File: src/rtl/modulo_counter.sv
// Modulo counter with run-time bound, up/down ticks, load, and button auto-repeat.
// Stages chain carry_out/borrow_out into the next stage's tick.
module modulo_counter #(
  parameter int WIDTH    = 6,
  parameter int MIN_VAL  = 0,
  parameter int MAX_VAL  = 59,
  parameter int RST_VAL  = 0,
  parameter int HOLD_CYC = 500,
  parameter int RPT_CYC  = 100
) (
  input  logic             clk,
  input  logic             rst_n,
  input  logic             tick,
  input  logic             count_dir,
  input  logic             manual_set,
  input  logic             up,
  input  logic             down,
  input  logic             load,
  input  logic [WIDTH-1:0] load_val,
  input  logic [WIDTH-1:0] max_in,
  output logic [WIDTH-1:0] value,
  output logic             carry_out,
  output logic             borrow_out,
  output logic             at_max
);

  localparam int RPT_MAX = (HOLD_CYC > RPT_CYC) ? HOLD_CYC : RPT_CYC;
  localparam int CNT_W   = $clog2(RPT_MAX + 1);

  localparam logic [WIDTH-1:0] MIN_W = WIDTH'(MIN_VAL);
  localparam logic [WIDTH-1:0] MAX_W = WIDTH'(MAX_VAL);
  localparam logic [WIDTH-1:0] RST_W = WIDTH'(RST_VAL);
  localparam logic [WIDTH-1:0] ONE_W = WIDTH'(1);

  localparam logic [CNT_W-1:0] HOLD_W  = CNT_W'(HOLD_CYC);
  localparam logic [CNT_W-1:0] RPT_W   = CNT_W'(RPT_CYC);
  localparam logic [CNT_W-1:0] CNT_ONE = CNT_W'(1);

  typedef enum logic [1:0] {
    RS_IDLE,
    RS_HOLD,
    RS_RPT
  } rpt_state_e;

  typedef struct packed {
    logic up_q;
    logic down_q;
  } btn_hist_t;

  rpt_state_e       st, st_n;
  logic [CNT_W-1:0] cnt, cnt_n;
  btn_hist_t        hist, hist_n;

  logic [WIDTH-1:0] eff_max;
  logic [WIDTH-1:0] max_lo, load_lo, load_sat;
  logic [WIDTH-1:0] val_n, val_inc, val_dec;
  logic             carry_n, borrow_n;
  logic             up_only, dn_only, up_rise, dn_rise, step;

  // Lower clamps are only generated when MIN_VAL > 0; otherwise they are
  // unsigned compares against zero and always false.
  if (MIN_VAL > 0) begin : g_lo_clamp
    assign max_lo  = (max_in   < MIN_W) ? MIN_W : max_in;
    assign load_lo = (load_val < MIN_W) ? MIN_W : load_val;
  end else begin : g_lo_pass
    assign max_lo  = max_in;
    assign load_lo = load_val;
  end

  assign eff_max  = (max_lo > MAX_W) ? MAX_W : max_lo;
  assign load_sat = (load_lo > eff_max) ? eff_max : load_lo;
  assign at_max   = (value == eff_max);

  assign up_only = up & ~down;
  assign dn_only = down & ~up;
  assign up_rise = up_only & ~hist.up_q;
  assign dn_rise = dn_only & ~hist.down_q;

  // Out-of-range values (bound just dropped) step into range rather than away.
  assign val_inc = (value >= eff_max) ? MIN_W : value + ONE_W;
  assign val_dec = (value <= MIN_W)   ? eff_max :
                   (value >  eff_max) ? eff_max : value - ONE_W;

  // Repeat FSM: a lone-button press steps immediately and arms the hold timer.
  // Anything else (release, both buttons, load, leaving manual mode) disarms
  // it, so a button still held afterwards stays inert until re-pressed.
  always_comb begin
    st_n   = st;
    cnt_n  = cnt;
    step   = 1'b0;
    hist_n = '{up_q: manual_set & up, down_q: manual_set & down};
    if (!manual_set || load || !(up_only || dn_only)) begin
      st_n  = RS_IDLE;
      cnt_n = '0;
    end else if (up_rise || dn_rise) begin
      step  = 1'b1;
      st_n  = RS_HOLD;
      cnt_n = CNT_ONE;
    end else begin
      case (st)
        RS_HOLD: begin
          if (cnt == HOLD_W) begin
            step  = 1'b1;
            st_n  = RS_RPT;
            cnt_n = CNT_ONE;
          end else begin
            cnt_n = cnt + CNT_ONE;
          end
        end
        RS_RPT: begin
          if (cnt == RPT_W) begin
            step  = 1'b1;
            cnt_n = CNT_ONE;
          end else begin
            cnt_n = cnt + CNT_ONE;
          end
        end
        default: begin
          st_n  = RS_IDLE;
          cnt_n = '0;
        end
      endcase
    end
  end

  always_comb begin
    val_n    = value;
    carry_n  = 1'b0;
    borrow_n = 1'b0;
    if (load) begin
      val_n = load_sat;
    end else if (manual_set && step) begin
      val_n = up ? val_inc : val_dec;
    end else if (!manual_set && tick) begin
      if (!count_dir) begin
        val_n   = val_inc;
        carry_n = (value >= eff_max);
      end else begin
        val_n    = val_dec;
        borrow_n = (value <= MIN_W);
      end
    end else if (value > eff_max) begin
      val_n = eff_max;
    end
  end

  always_ff @(posedge clk or negedge rst_n) begin
    if (!rst_n) begin
      value      <= RST_W;
      carry_out  <= 1'b0;
      borrow_out <= 1'b0;
      st         <= RS_IDLE;
      cnt        <= '0;
      hist       <= '0;
    end else begin
      value      <= val_n;
      carry_out  <= carry_n;
      borrow_out <= borrow_n;
      st         <= st_n;
      cnt        <= cnt_n;
      hist       <= hist_n;
    end
  end

endmodule

File: config.mk
export PLATFORM = sky130hd
export DESIGN_NAME = modulo_counter
export DESIGN_NICKNAME = d
export VERILOG_FILES = /design/src/rtl/modulo_counter.sv
export SDC_FILE = /design/constraint.sdc
export NUM_CORES = 1
export LEC_CHECK = 0
export BUFFER_PORTS_ARGS = -buffer_cell sky130_fd_sc_hd__buf_2
export CORE_MARGIN = 2
export CORE_UTILIZATION = 59
export CTS_BUF_LIST = sky130_fd_sc_hd__clkbuf_4 sky130_fd_sc_hd__clkbuf_8
export CTS_CLUSTER_SIZE = 40
export DETAILED_ROUTE_END_ITERATION = 8
export PLACE_DENSITY = 0.93
export RECOVER_POWER = 50
export SLEW_MARGIN = 20
export SYNTH_ARGS = -nofsm -noshare
export SYNTH_HDL_FRONTEND = slang
export SYNTH_SLANG_ARGS = --single-unit
File: constraint.sdc
create_clock -name clk -period 3.6 [get_ports clk]
set_input_delay 0.54 -clock clk [delete_from_list [all_inputs] [get_ports clk]]
set_output_delay 0.54 -clock clk [all_outputs]
set_load 0.01 [all_outputs]
# After elaboration in Yosys (flattened, before gate mapping)
# Index checks and enable logic that the tools add are counted.
[totals]
reg_bits = 21
word_cells = 75
[op_classes]
muxes = 33
n_eq_ne = 7
bitwise_logic = 10
add_sub_neg = 3
n_lt_le_gt_ge = 5
n_reduce_logical = 10
[op_table]
columns = ["cell", "n"]
rows = [
  ["2-to-1 mux 6 bit", 11],
  ["2-to-1 mux 9 bit", 4],
  ["one-hot mux 9 bit (2 select lines)", 1],
  ["greater-than comparator 6 bit", 2],
  ["2-to-1 mux 1 bit", 12],
  ["adder 9 x 1 -> 9 bit (second input constant)", 1],
  ["equality test 9 x 7 -> 1 bit (second input constant)", 1],
  ["equality test 9 bit (second input constant)", 1],
  ["adder 6 x 1 -> 6 bit (second input constant)", 1],
  ["AND 1 bit", 6],
  ["equality test 6 bit", 1],
  [">= comparator 6 bit", 1],
  ["greater-than comparator 6 bit (second input constant)", 1],
  ["less-or-equal comparator 6 x 1 -> 1 bit (second input constant)", 1],
  ["2-to-1 mux 2 bit", 3],
  ["subtractor 6 x 1 -> 6 bit (second input constant)", 1],
  ["logical OR 1 bit", 4],
  ["inequality test 4 bit (second input constant)", 1],
  ["NOT 1 bit", 4],
  ["one-hot mux 2 bit (2 select lines)", 1],
  ["nonzero test 4 bit", 1],
  ["inequality test 3 bit (second input constant)", 1],
  ["equality test 2 x 1 -> 1 bit (second input constant)", 1],
  ["equality test 2 bit (second input constant)", 1],
  ["other kinds (4)", 6],
]

# Depth between registers and ports, before layout
[depth]
word_depth = 9
depth_mapped = 12
depth_no_buf = 11

# Worst setup path after synthesis
# No wires, ideal clock.
[synth_timing]
path_type = "in2reg"
from = "input max_in[5]"
to = "register value[2]"
arrival_ps = 2603
path_slack_ps = 871
stages = 12
cell_sequence = "nand3_1 -> and2_1 -> inv_1 -> ha_1 -> and3_1 -> and4_1 -> a31o_2 -> and2_1 -> clkbuf_1 -> o21ai_0 -> o21ai_0 -> a221o_1"
[synth_via]
elab_chain_len = 9
word_cells_on_any_way = 16
classes_between = "order compare: 4; mux: 11; reduce/logical: 1"
[synth_lines]
columns = ["item", "line", "source"]
rows = [
  ["from (decl)", "20", "input logic [WIDTH-1:0] max_in,"],
  ["greater-than comparator 6 bit", "70", "assign eff_max = (max_lo > MAX_W) ? MAX_W : max_lo;"],
  ["2-to-1 mux 6 bit (*)", "70", ""],
  ["greater-than comparator 6 bit", "82, 142", ""],
  ["2-to-1 mux 6 bit", "82", "(value > eff_max) ? eff_max : value - ONE_W;"],
  ["2-to-1 mux 6 bit", "81", "assign val_dec = (value <= MIN_W) ? eff_max :"],
  ["2-to-1 mux 6 bit", "135", "if (!count_dir) begin"],
  ["2-to-1 mux 6 bit", "134", "end else if (!manual_set && tick) begin"],
  ["2-to-1 mux 6 bit", "132", "end else if (manual_set && step) begin"],
  ["2-to-1 mux 6 bit", "130", "if (load) begin"],
  ["to (signal assigned)", "156", "value <= val_n;"],
  ["to (decl)", "21", "output logic [WIDTH-1:0] value,"],
]
# Every way passes the cells marked *; elsewhere a longest branch is shown, timed or not. The select of a mux whose other input is x is not followed.
# A chain may end at the register's enable or synchronous reset.

# Worst setup path in the final report
[layout_timing]
from = "register st[0]"
to = "register value[0]"
[layout_via]
elab_chain_len = 7
word_cells_on_any_way = 9
classes_between = "eq/ne: 2; mux: 5; reduce/logical: 2"
[layout_lines]
columns = ["item", "line", "source"]
rows = [
  ["from (decl)", "50", "rpt_state_e st, st_n;"],
  ["from (signal assigned)", "159", "st <= st_n;"],
  ["equality test 2 bit / equality test 2 x 1 -> 1 bit (equally long branches)", "100", "case (st)"],
  ["one-hot mux 1 bit (2 select lines) (*)", "100", ""],
  ["2-to-1 mux 1 bit (*)", "95", "end else if (up_rise || dn_rise) begin"],
  ["2-to-1 mux 1 bit (*)", "92", "if (!manual_set || load || !(up_only || dn_only)) begin"],
  ["logical AND 1 bit (*)", "132", ""],
  ["2-to-1 mux 6 bit", "132", ""],
  ["2-to-1 mux 6 bit", "130", ""],
]
# Every way passes the cells marked *; elsewhere a longest branch is shown, timed or not.

==> impl_metrics.toml <==
[drt]
avgRoutedWirePerCell_um = 15.51
drc = 0
drtPass1Iterations = 5
drt_iter0_drc = 132
ant_nets = 0
num_vias = 1913
drt_wl_total_um = 4869
viasPerCell = 6.092

[cts]
clk_pin_slew_ns = 0.12
ctsResizeCount = 0
numCtsBuffers = 3
insertion_delay_ns = 0.31
clk_path_buf_depth = 2
ctsHoldBuffers = 0
cts_root_buffer = "clkbuf_4"
cts_setup_buffers = 0
cts_tree = "yes"
htreeDepth = 1
cts.sinks = 21

[grt]
met2_usage_pct = 47.62
grt_pass1_wl_um = 7969
grt_antenna_before_repair = 0
grt_max_degree = 22
grt_usage_pct = 28.05
grt_busiest_layer = "met2"
use_met3_pct = 3.106
met1_usage_pct = 36.42
grt_pass1_vias = 1727
overflow = 0

[setup_path]
worstPathRequired_ns = 3.79
start_kind = "flop"
reg2reg_slack_ns = 0.81
cp-end-kind = "flop"
cp_num_buf_inv = 1
crit_slowest_cell = "or4bb_1"
worst_ep_arrival_time_ns = 2.98
path_cells = "inv_1 -> ha_1 -> or4bb_1 -> a211oi_2 -> nor2_1 -> nor3_2 -> o211ai_1 -> a21o_1 -> a222oi_1"
path_class = "reg -> reg"
max_stage_delay_ns = 0.51
critPathTopFamily = "simple AND/OR/NAND/NOR gates"
cp_max_fo = 5

[synth]
synth_ff_type = "dfrtp_1"
synth_xor_xnor_area_share_pct = 7.066
yosys_register_bits = 21
ys_seq_area_share_pct = 26.50
synth_top_family_by_area = "simple AND/OR/NAND/NOR gates"
synth_area_sq_um = 1983
synth_top_area_cell = "dfrtp_1"
synth_edf_count = 0
syn_area_per_cell_sq_um = 8.229
syn_inst = 241
synthMuxAreaShare_pct = 4.101
synth_adder_area_share_pct = 11.99
synthSimpleGateAreaFrac_pct = 23.97
async_flop_share_pct = 100.0
yosysWarnings = 0
synthTopCellsByArea = "dfrtp_1 (26%), ha_1 (12%), nor2_1 (4.4%), inv_1 (3.6%), mux2i_1 (3.5%)"
ys_types = 50
syn_nets = 280
synth_compound_area_share_pct = 21.20
synth_top_cell_area_share_pct = 26.50

[finish]
fillers = 289
final_layout_size_suffix_gt1_share_pct = 14.18
multi_input_area_sq_um = 1355
nets = 308
regArea_sq_um = 525.5
antenna_cells = 0
syn_to_final_growth_pct = 10.09

[sta]
slew_headroom_pct = 23.25
clock_skew_ns = 0.004799
drv_slew = 0
period_minus_slack_ns = 2.791
max_freq_ghz = 0.3583
worstMarginPinSlew_ns = 1.151
rsz0062_at_grt = "false"
tns_ns = 0
hold_viol = 0
fin_crit_sh_pct = 77.53
setup_violations = 0

[die]
dieArea_sq_um = 3841
rows = 21
core_area_sq_um = 3284
die_h_um = 61.98
initial_core_util_pct = 60.38
die_x_um = 61.98
ios = 29

[outcome]
status = "finished, final reports clean"

[power]
irDropWorstVdd_mv = 0.2371
static-leakage-power_uw = 0.0009650
powerDensity_nw_per_um2 = 408.5
power.total_uw = 891.8

[placed_design]
gp_congestion = 1.005
dpl.hpwl_um = 3902
io_buffers = 28

[hold_path]
hp-class = "in -> async"

[job]
maxCapViolations = 0
-- metal layers --
layer | share of wire [%] | up-vias
met5 | 0 | -
met4 | 2.9 | 0
met3 | 6.1 | 15
met2 | 48 | 95
met1 | 43 | 873
li1 | - | 930
-- path summary, 6_finish.rpt --
kind	from	to	cells after the start
worst min register to register	cnt[0]$_DFF_PN0_	cnt[0]$_DFF_PN0_	1
worst min-delay path	rst_n	cnt[5]$_DFF_PN0_	1
worst max-delay path	st[0]$_DFFE_PN0P_	value[0]$_DFFE_PN0P_	9
worst max register to register	st[0]$_DFFE_PN0P_	value[0]$_DFFE_PN0P_	9
max in group asynchronous	rst_n	cnt[1]$_DFF_PN0_	1
min in group clk	down	hist[0]$_DFF_PN0_	2
-- synth_stat cells, types with 2 or more instances --
library cell and number:
and2_1 4, nand2_1 17, nor4_1 2, a21oi_1 12, nor3_1 10, nor2b_1 7, nand2b_1 6, nand4_1 6
o21ai_1 4, a31oi_1 6, nor2_1 23, clkbuf_1 3, mux2i_1 7, dfrtp_1 21, a31o_2 2, o211ai_1 4
a211oi_1 3, xor2_1 8, o21ai_0 9, a221o_1 3, xnor2_1 8, o22ai_1 3, a21o_1 2, inv_1 19
ha_1 19, nand3_1 9
-- flip-flops by register name (all words and copies together) (netlist names) --
| signal | cells |
|---|---|
| cnt | 9 |
| value | 6 |
| hist | 2 |
| st | 2 |
| borrow_out | 1 |
| carry_out | 1 |
-- power by group --
group | leakage, uW | total (uW) | switching [uW] | internal (uW)
clock network | 0.0000184 | 123 | 72.6 | 50.9
logic | 0.000669 | 454 | 266 | 188
registers | 0.000278 | 314 | 55.5 | 259
total | 0.000965 | 892 | 394 | 498
-- cells in the final DEF (no fill, tap or decap), types with 3 or more instances in the layout --
master,count
a211oi_1,3
a21oi_1,12
a221o_1,3
a31oi_1,6
buf_2,25
clkbuf_1,3
clkbuf_4,4
dfrtp_1,21
ha_1,19
inv_1,19
mux2i_1,7
nand2_1,17
nand2b_1,6
nand3_1,9
nand4_1,6
nor2_1,23
nor2b_1,7
nor3_1,10
o211ai_1,4
o21ai_0,9
o21ai_1,4
o22ai_1,3
xnor2_1,8
xor2_1,8
-- metrics by stage --
step                utilization, %  hold slack (ns)  cells  area [sq um]  worst slack, ns
floorplan                        -           0.2444    241          1983           0.8714
global placement             65.68           0.5147    310          2157           0.6256
detailed placement           65.68           0.5262    310          2157           0.5640
CTS                          66.59           0.1802    314          2187           0.8750
global route                 66.48           0.4868    314          2183           0.6870
finish                       66.48           0.4248    314          2183           0.8089
-- kinds of logic (layout without fill, tap and decap cells) --
logic type,count (synthesis),in the layout
adders and majority gates,19,19
buffers and inverters,25,52
muxes,8,8
and+or+nand+nor,93,93
AOI/OAI and AO/OA,59,59
DFF,21,21
xor gates and xnor gates,16,16
-- final cells by class --
| class | count | area share (%) |
|---|---|---|
| inverters | 19 | 3.266 |
| repair buffers | 29 | 6.590 |
| multi-input cells | 195 | 62.06 |
| well taps | 46 | 2.636 |
| clock buffers | 4 | 1.375 |
| flip-flops and latches | 21 | 24.07 |
Note: power is estimated with default switching activity, not from simulation.
